File: config.mk
export PLATFORM = sky130hd
export DESIGN_NAME = prbs_payload_gen
export DESIGN_NICKNAME = d
export VERILOG_FILES = /design/src/rtl/prbs_payload_gen.sv
export SDC_FILE = /design/constraint.sdc
export NUM_CORES = 1
export LEC_CHECK = 0
export ABC_AREA = 1
export ABC_CLOCK_PERIOD_IN_PS = 2300
export CAP_MARGIN = 30
export CELL_PAD_IN_SITES_DETAIL_PLACEMENT = 0
export CELL_PAD_IN_SITES_GLOBAL_PLACEMENT = 1
export CORE_ASPECT_RATIO = 0.6
export CORE_MARGIN = 4
export CORE_UTILIZATION = 29
export DETAILED_ROUTE_END_ITERATION = 8
export GPL_TIMING_DRIVEN = 0
export PLACE_DENSITY_LB_ADDON = 0.05
export SETUP_SLACK_MARGIN = 0.15
export SYNTH_ARGS = -nofsm -noshare
export SYNTH_HDL_FRONTEND = slang
export SYNTH_SLANG_ARGS = --single-unit
File: constraint.sdc
create_clock -name i_clk -period 2.3 [get_ports i_clk]
set_input_delay 0.23 -clock i_clk [delete_from_list [all_inputs] [get_ports i_clk]]
set_output_delay 0.23 -clock i_clk [all_outputs]
set_load 0.03 [all_outputs]
File: src/rtl/prbs_payload_gen.sv
// ---------------------------------------------------------------------------
// prbs_payload_gen
//   Frames a stream of pseudo-random payload bytes taken from a companion LFSR.
//   A frame is requested with i_start (seed and byte length sampled together).
//   The generator reseeds the LFSR for one cycle, then presents the LFSR's
//   low byte with a valid/ready handshake. The LFSR advances exactly once per
//   accepted byte, so the byte sequence does not depend on downstream stalls.
//
// Ports
//   i_clk, i_rst_n      clock, asynchronous active-low reset
//   i_start, i_abort    frame request / frame termination
//   i_seed, i_length    frame seed and byte count, sampled with i_start
//   o_lfsr_rst_seed     load o_lfsr_seed_data into the LFSR
//   o_lfsr_enable       step the LFSR (one step per accepted byte)
//   o_lfsr_seed_data    latched frame seed
//   i_lfsr_data         current LFSR state
//   o_data/o_valid      payload byte and its qualifier
//   i_ready             downstream accepts o_data
//   o_last              o_data is the final byte of the frame
//   o_busy              frame in progress
//   o_done              one-cycle pulse on normal completion
//   o_byte_count        bytes accepted in the current/last frame
// ---------------------------------------------------------------------------
module prbs_payload_gen #(
    parameter int LFSR_BITS = 32,
    parameter int LEN_WIDTH = 16
) (
    input  logic                 i_clk,
    input  logic                 i_rst_n,
    input  logic                 i_start,
    input  logic                 i_abort,
    input  logic [LFSR_BITS-1:0] i_seed,
    input  logic [LEN_WIDTH-1:0] i_length,
    output logic                 o_lfsr_rst_seed,
    output logic                 o_lfsr_enable,
    output logic [LFSR_BITS-1:0] o_lfsr_seed_data,
    input  logic [LFSR_BITS-1:0] i_lfsr_data,
    output logic [7:0]           o_data,
    output logic                 o_valid,
    input  logic                 i_ready,
    output logic                 o_last,
    output logic                 o_busy,
    output logic                 o_done,
    output logic [LEN_WIDTH-1:0] o_byte_count
);

    localparam logic [1:0] ST_IDLE   = 2'd0;
    localparam logic [1:0] ST_SEED   = 2'd1;
    localparam logic [1:0] ST_STREAM = 2'd2;
    localparam logic [1:0] ST_DONE   = 2'd3;

    localparam logic [LEN_WIDTH-1:0] LEN_ONE = {{(LEN_WIDTH-1){1'b0}}, 1'b1};

    logic [1:0]           state_q;
    logic [1:0]           state_d;
    logic [LEN_WIDTH-1:0] len_q;
    logic                 in_stream;
    logic                 last;
    logic                 handshake;
    logic                 unused_lfsr_hi;

    // Only the low byte of the LFSR forms the payload.
    assign unused_lfsr_hi = ^i_lfsr_data[LFSR_BITS-1:8];

    assign in_stream = (state_q == ST_STREAM);
    // len_q is never zero in STREAM, so len_q-1 cannot underflow; the counter
    // tops out at len_q and therefore never wraps within a frame.
    assign last      = in_stream && (o_byte_count == (len_q - LEN_ONE));
    // Abort wins over a coincident handshake: no LFSR step, no count.
    assign handshake = in_stream && i_ready && !i_abort;

    assign o_lfsr_rst_seed = (state_q == ST_SEED);
    assign o_lfsr_enable   = handshake;
    assign o_valid         = in_stream;
    assign o_data          = in_stream ? i_lfsr_data[7:0] : 8'h00;
    assign o_last          = last;
    assign o_busy          = (state_q != ST_IDLE);
    assign o_done          = (state_q == ST_DONE);

    always_comb begin
        state_d = state_q;
        case (state_q)
            ST_IDLE: begin
                if (i_start) begin
                    state_d = (i_length != '0) ? ST_SEED : ST_DONE;
                end
            end
            ST_SEED: begin
                state_d = i_abort ? ST_IDLE : ST_STREAM;
            end
            ST_STREAM: begin
                if (i_abort) begin
                    state_d = ST_IDLE;
                end else if (handshake && last) begin
                    state_d = ST_DONE;
                end
            end
            default: begin
                state_d = ST_IDLE;
            end
        endcase
    end

    always_ff @(posedge i_clk or negedge i_rst_n) begin
        if (!i_rst_n) begin
            state_q          <= ST_IDLE;
            len_q            <= '0;
            o_lfsr_seed_data <= '0;
            o_byte_count     <= '0;
        end else begin
            state_q <= state_d;
            if (state_q == ST_IDLE && i_start) begin
                o_byte_count <= '0;
                // A zero-length frame leaves seed and length untouched.
                if (i_length != '0) begin
                    o_lfsr_seed_data <= i_seed;
                    len_q            <= i_length;
                end
            end else if (handshake) begin
                o_byte_count <= o_byte_count + LEN_ONE;
            end
        end
    end

endmodule

# --- After elaboration in Yosys (flattened, before gate mapping) ---
# Index checks and enable logic that the tools add are counted.
# Widths: inputs -> output; s select.
classes:
  addsub: 2
  n_eq_ne: 6
  muxes: 9
  reduce_logical: 12
op_table:
  columns: ["operator", "count"]
  rows:
  - ["$mux 16", 2]
  - ["$add 16x1->16 const B", 1]
  - ["$eq 16x16->1", 1]
  - ["$reduce_bool 16->1", 1]
  - ["$sub 16x1->16 const B", 1]
  - ["$mux 2", 5]
  - ["$mux 8", 1]
  - ["$pmux 2 s3", 1]
  - ["$logic_and 1x1->1", 5]
  - ["$eq 2x2->1 const B", 2]
  - ["$reduce_and 2->1", 2]
  - ["$reduce_bool 2->1", 2]
  - ["$ne 3x2->1 const B", 1]
  - ["$eq 2x1->1 const B", 1]
  - ["$logic_not 2->1", 1]
  - ["$ne 2x2->1 const B", 1]
  - ["$logic_not 1->1", 1]
word_totals:
  reg_bits: 66
  input_bits: 85
  output_inout_bits: 62
  word_cells: 33

# --- Logic depth before layout (Yosys ltp) ---
depth:
  depth_word: 7
  ltp_mapped: 16

# --- Least setup slack after synthesis ---
# OpenSTA, ideal clock, no wires.
synth_path:
  kind: "register -> output"
  from: "register len_q[0]"
  to: "output port o_last"
  arrival_time_ns: 2.269
  setup_slack_ns: -0.199
  path_stages_with_launch: 11
  path_buffers: 0
  cell_sequence: "dfrtp_1 inv_1 ha_1 nand2_1 nor2_1 nand2_1 a21oi_1 nand2_1 nor2_1 nand2_1 nor4_1"
synth_via:
  elab_chain_len: 3
synth_rtl:
  columns: ["element", "line_no", "source"]
  rows:
  - ["from (decl)", "56", "logic [LEN_WIDTH-1:0] len_q;"]
  - ["from (signal assigned)", "117", "len_q <= i_length;"]
  - ["$sub 16x1->16", "68", "assign last = in_stream && (o_byte_count == (len_q - LEN_ONE));"]
  - ["$eq 16x16->1", "68", null]
  - ["$logic_and 1x1->1", "68", null]
  - ["to (decl)", "41", "output logic o_last,"]
# Every way passes these cells.

# --- Final worst setup path ---
# Same ends and word-level chain as after synthesis.

==> results by group <==
Timing
  – Setup ws final: -0.03195 ns
  – Post-route setup TNS: -0.03195 ns
  – Final setup vio count: 1
  – Final Skew: 0.006385 ns
  – Tcrit/Tclk final: 101.4%
  – Hold WS: ~0.00025 ns
  – RSZ-0062 raised after global routing: yes
  – Tmin final: 2.332 ns
  – Worst rel slew slack: between 40% and 50%
  – Slew Viols, Final: 0
  – Fin. Hold Viols: 0
  – Fmax: 428.8 MHz
  – Slew @ Worst Pin: about 0.87 ns

Layout
  – Syn-to-layout area delta: 53.56%
  – Commonest non-fill, non-tap cell in the layout: clkdlybuf4s50_1
  – Util after Layout: between 40% and 50%
  – Final Non-Filler Cells: approximately 700
  – Number of nets in the layout: 628
  – FF+latch area: around 0.0017 sq mm
  – Ant diodes: 0
  – Footprint of the multi-input gates: 0.001725 sq mm
  – Fillers: 1148
  – Commonest cells after routing, fill and taps aside: clkdlybuf4s50_1, nand2_1, dfrtp_1
  – Ratio of cells with drive above 1 in the final layout: 20.37%

Global routing
  – Overall routing resource usage: 14.57%
  – Initial antenna violation count: 0
  – Largest net degree at the start of global routing: 67
  – Vias in the first global route: between 2000 and 3000
  – First-pass GRT wire length: ~16000 um
  – Total grt overflow: 0

Clock network
  – Clock root cell: clkbuf_16
  – CTS hold repair buffers: 0
  – CTS Sinks: 66
  – Num CTS Buffers: 9
  – Clk slew on worst S/H paths: 0.05 ns
  – Clock buffer depth: 2
  – Htree depth: 3
  – Clock latency on the worst-skew pair: 0.32 ns
  – CTS tree: yes

Floorplanning
  – Die Y: 93.23 um
  – IO Count: 147
  – Starting Density: between 30% and 40%
  – Die Width: 150.0 um
  – Num rows: 30
  – Core area: around 0.012 sq mm
  – Die ar.: 0.01399 sq mm

Drt
  – DRC viols: 0
  – DRT Pass-1 Iters: 4
  – Final antenna-violating net count: 0
  – First-iteration detailed-routing DRC count: 200
  – Wirelength per Cell: roughly 14 um
  – Vias: 3104
  – Vias per inst: ~4.4
  – Final WL: 9973 um

Synthesis
  – Synth unique cells: 31
  – Yosys reg bits: 66
  – Post-Syn Instances: 401
  – Avg Inst Size Synth: approximately 8.8 sq um
  – Register area share after synthesis: 47.04%
  – Synth warn: 0
  – Post-synth net total: a little under 500
  – Post-Synthesis Cell Area: 0.003511 sq mm

Pwr
  – Maximum vdd drop: 0.6894 mV
  – P_leak: ~2.4 nW
  – PD cells: ~1200 mW/mm^2

Worst setup path
  – WS Path Type: flop to output port
  – Req. time, crit path: 2.07 ns
  – CP startpoint kind: flop
  – Critical path endpoint category: output port
  – Arr. time, crit path: 2.10 ns
  – CP Max Fanout: 4

Place
  – Port buffer count: around 120
  – Placed cells: 683
  – Setup WS pre-CTS: -0.5077 ns
  – Dpl hpwl: slightly below 8000 um
  – Gp weighted congestion: 0.8438

Outcome
  – Failing checks: negative setup slack
  – Status: finished, violations left

Worst hold path
  – Hold Crit Class: input port to asynchronous set/reset pin

Run
  – Max Cap Violations: 0
==> worst max-delay path: stages, from the launching register on <==
cell	delay, ns
dfrtp_1	0.40
inv_2	0.12
nand2_1	0.16
nor2_1	0.21
xor2_1	0.18
o211ai_1	0.20
nor4_4	0.33
buf_6	0.17
==> per-layer routing <==
metal	track usage (%)	wire, um	vias to the layer above
met5	0	0	-
met4	3.196	72	0
met3	4.843	753	9
met2	19.28	3895	98
met1	22.52	5252	1426
li1	-	-	1571
==> final cells by class <==
| class | count | area share [%] |
|---|---|---|
| timing repair buffer | 129 | 23.79 |
| multi-input combinational | 280 | 32.00 |
| sequential | 66 | 30.63 |
| clock inverter | 5 | 1.021 |
| clock buffer | 10 | 4.433 |
| inverter | 47 | 3.319 |
| tap | 160 | 3.713 |
| buffer | 8 | 1.091 |
==> cells in the mapped netlist (all sizes together) <==
cell type,instances,area [sq um]
nand4,4,31.28
mux2,39,439.2
xor2,9,78.83
o211ai,1,7.510
o21a,1,7.510
ha,2,25.02
nand3,20,117.6
o21ai,13,65.06
nor2,68,295.3
nor4,6,37.54
inv,47,178.9
nand2,87,341.6
buf,8,58.80
or2,3,18.77
xnor2,1,8.760
nor3,3,26.28
dfrtp,66,1652
a22o,1,8.760
a211oi,1,7.510
a21oi,21,105.1
==> per-stage QoR <==
step	area (sq um)	total power, mW
2_1_floorplan	3526	3.928
3_3_place_gp	4947	5.146
3_5_place_dp	4945	5.182
4_1_cts	5348	6.702
5_1_grt	5391	7.045
6_report	5391	6.648
==> flip-flops by register name, indices dropped and copies added (netlist names) <==
signal	flops
o_byte_count	16
state_q	2
o_lfsr_seed_data	32
len_q	16
==> kinds of logic after synthesis <==
family	share of synthesized area, %
multiplexers	12.51
AO/OA/AOI/OAI	5.738
AND/OR/NAND/NOR	24.73
adder cells (fa/ha/maj)	0.7126
XOR/XNOR	2.495
flip-flops	47.04
buffers and inverters	6.771
==> report_power, final <==
| group | leakage [nW] | switching (mW) | internal [mW] |
|---|---|---|---|
| Combinational | 1.49 | 1.83 | 1.49 |
| Clock | 0.140 | 0.497 | 0.858 |
| Sequential | 0.803 | 0.354 | 1.63 |
==> final timing paths <==
path                                      start                   end  slack [ns]  cells after the start
max                                    len_q[0]                o_last       -0.03                      7
min                                     i_rst_n              len_q[1]      0.0003                      1
max reg2reg                            len_q[0]            state_q[0]        0.31                     12
min reg2reg                o_lfsr_seed_data[21]  o_lfsr_seed_data[21]        0.50                      1
max in group asynchronous               i_rst_n       o_byte_count[9]        1.70                      1
min in group i_clk         o_lfsr_seed_data[21]  o_lfsr_seed_data[21]        0.50                      1
==> repair_timing <==
| action | in CTS | in global routing |
|---|---|---|
| gates resized for setup | 28 | 10 |
| buffers inserted | 5 | 2 |
| pin swaps | 10 | 1 |
| endpoints found under the setup margin | 3 | 39 |
| cloned | 0 | 0 |
No activity file was read; power rests on OpenSTA's default activity.
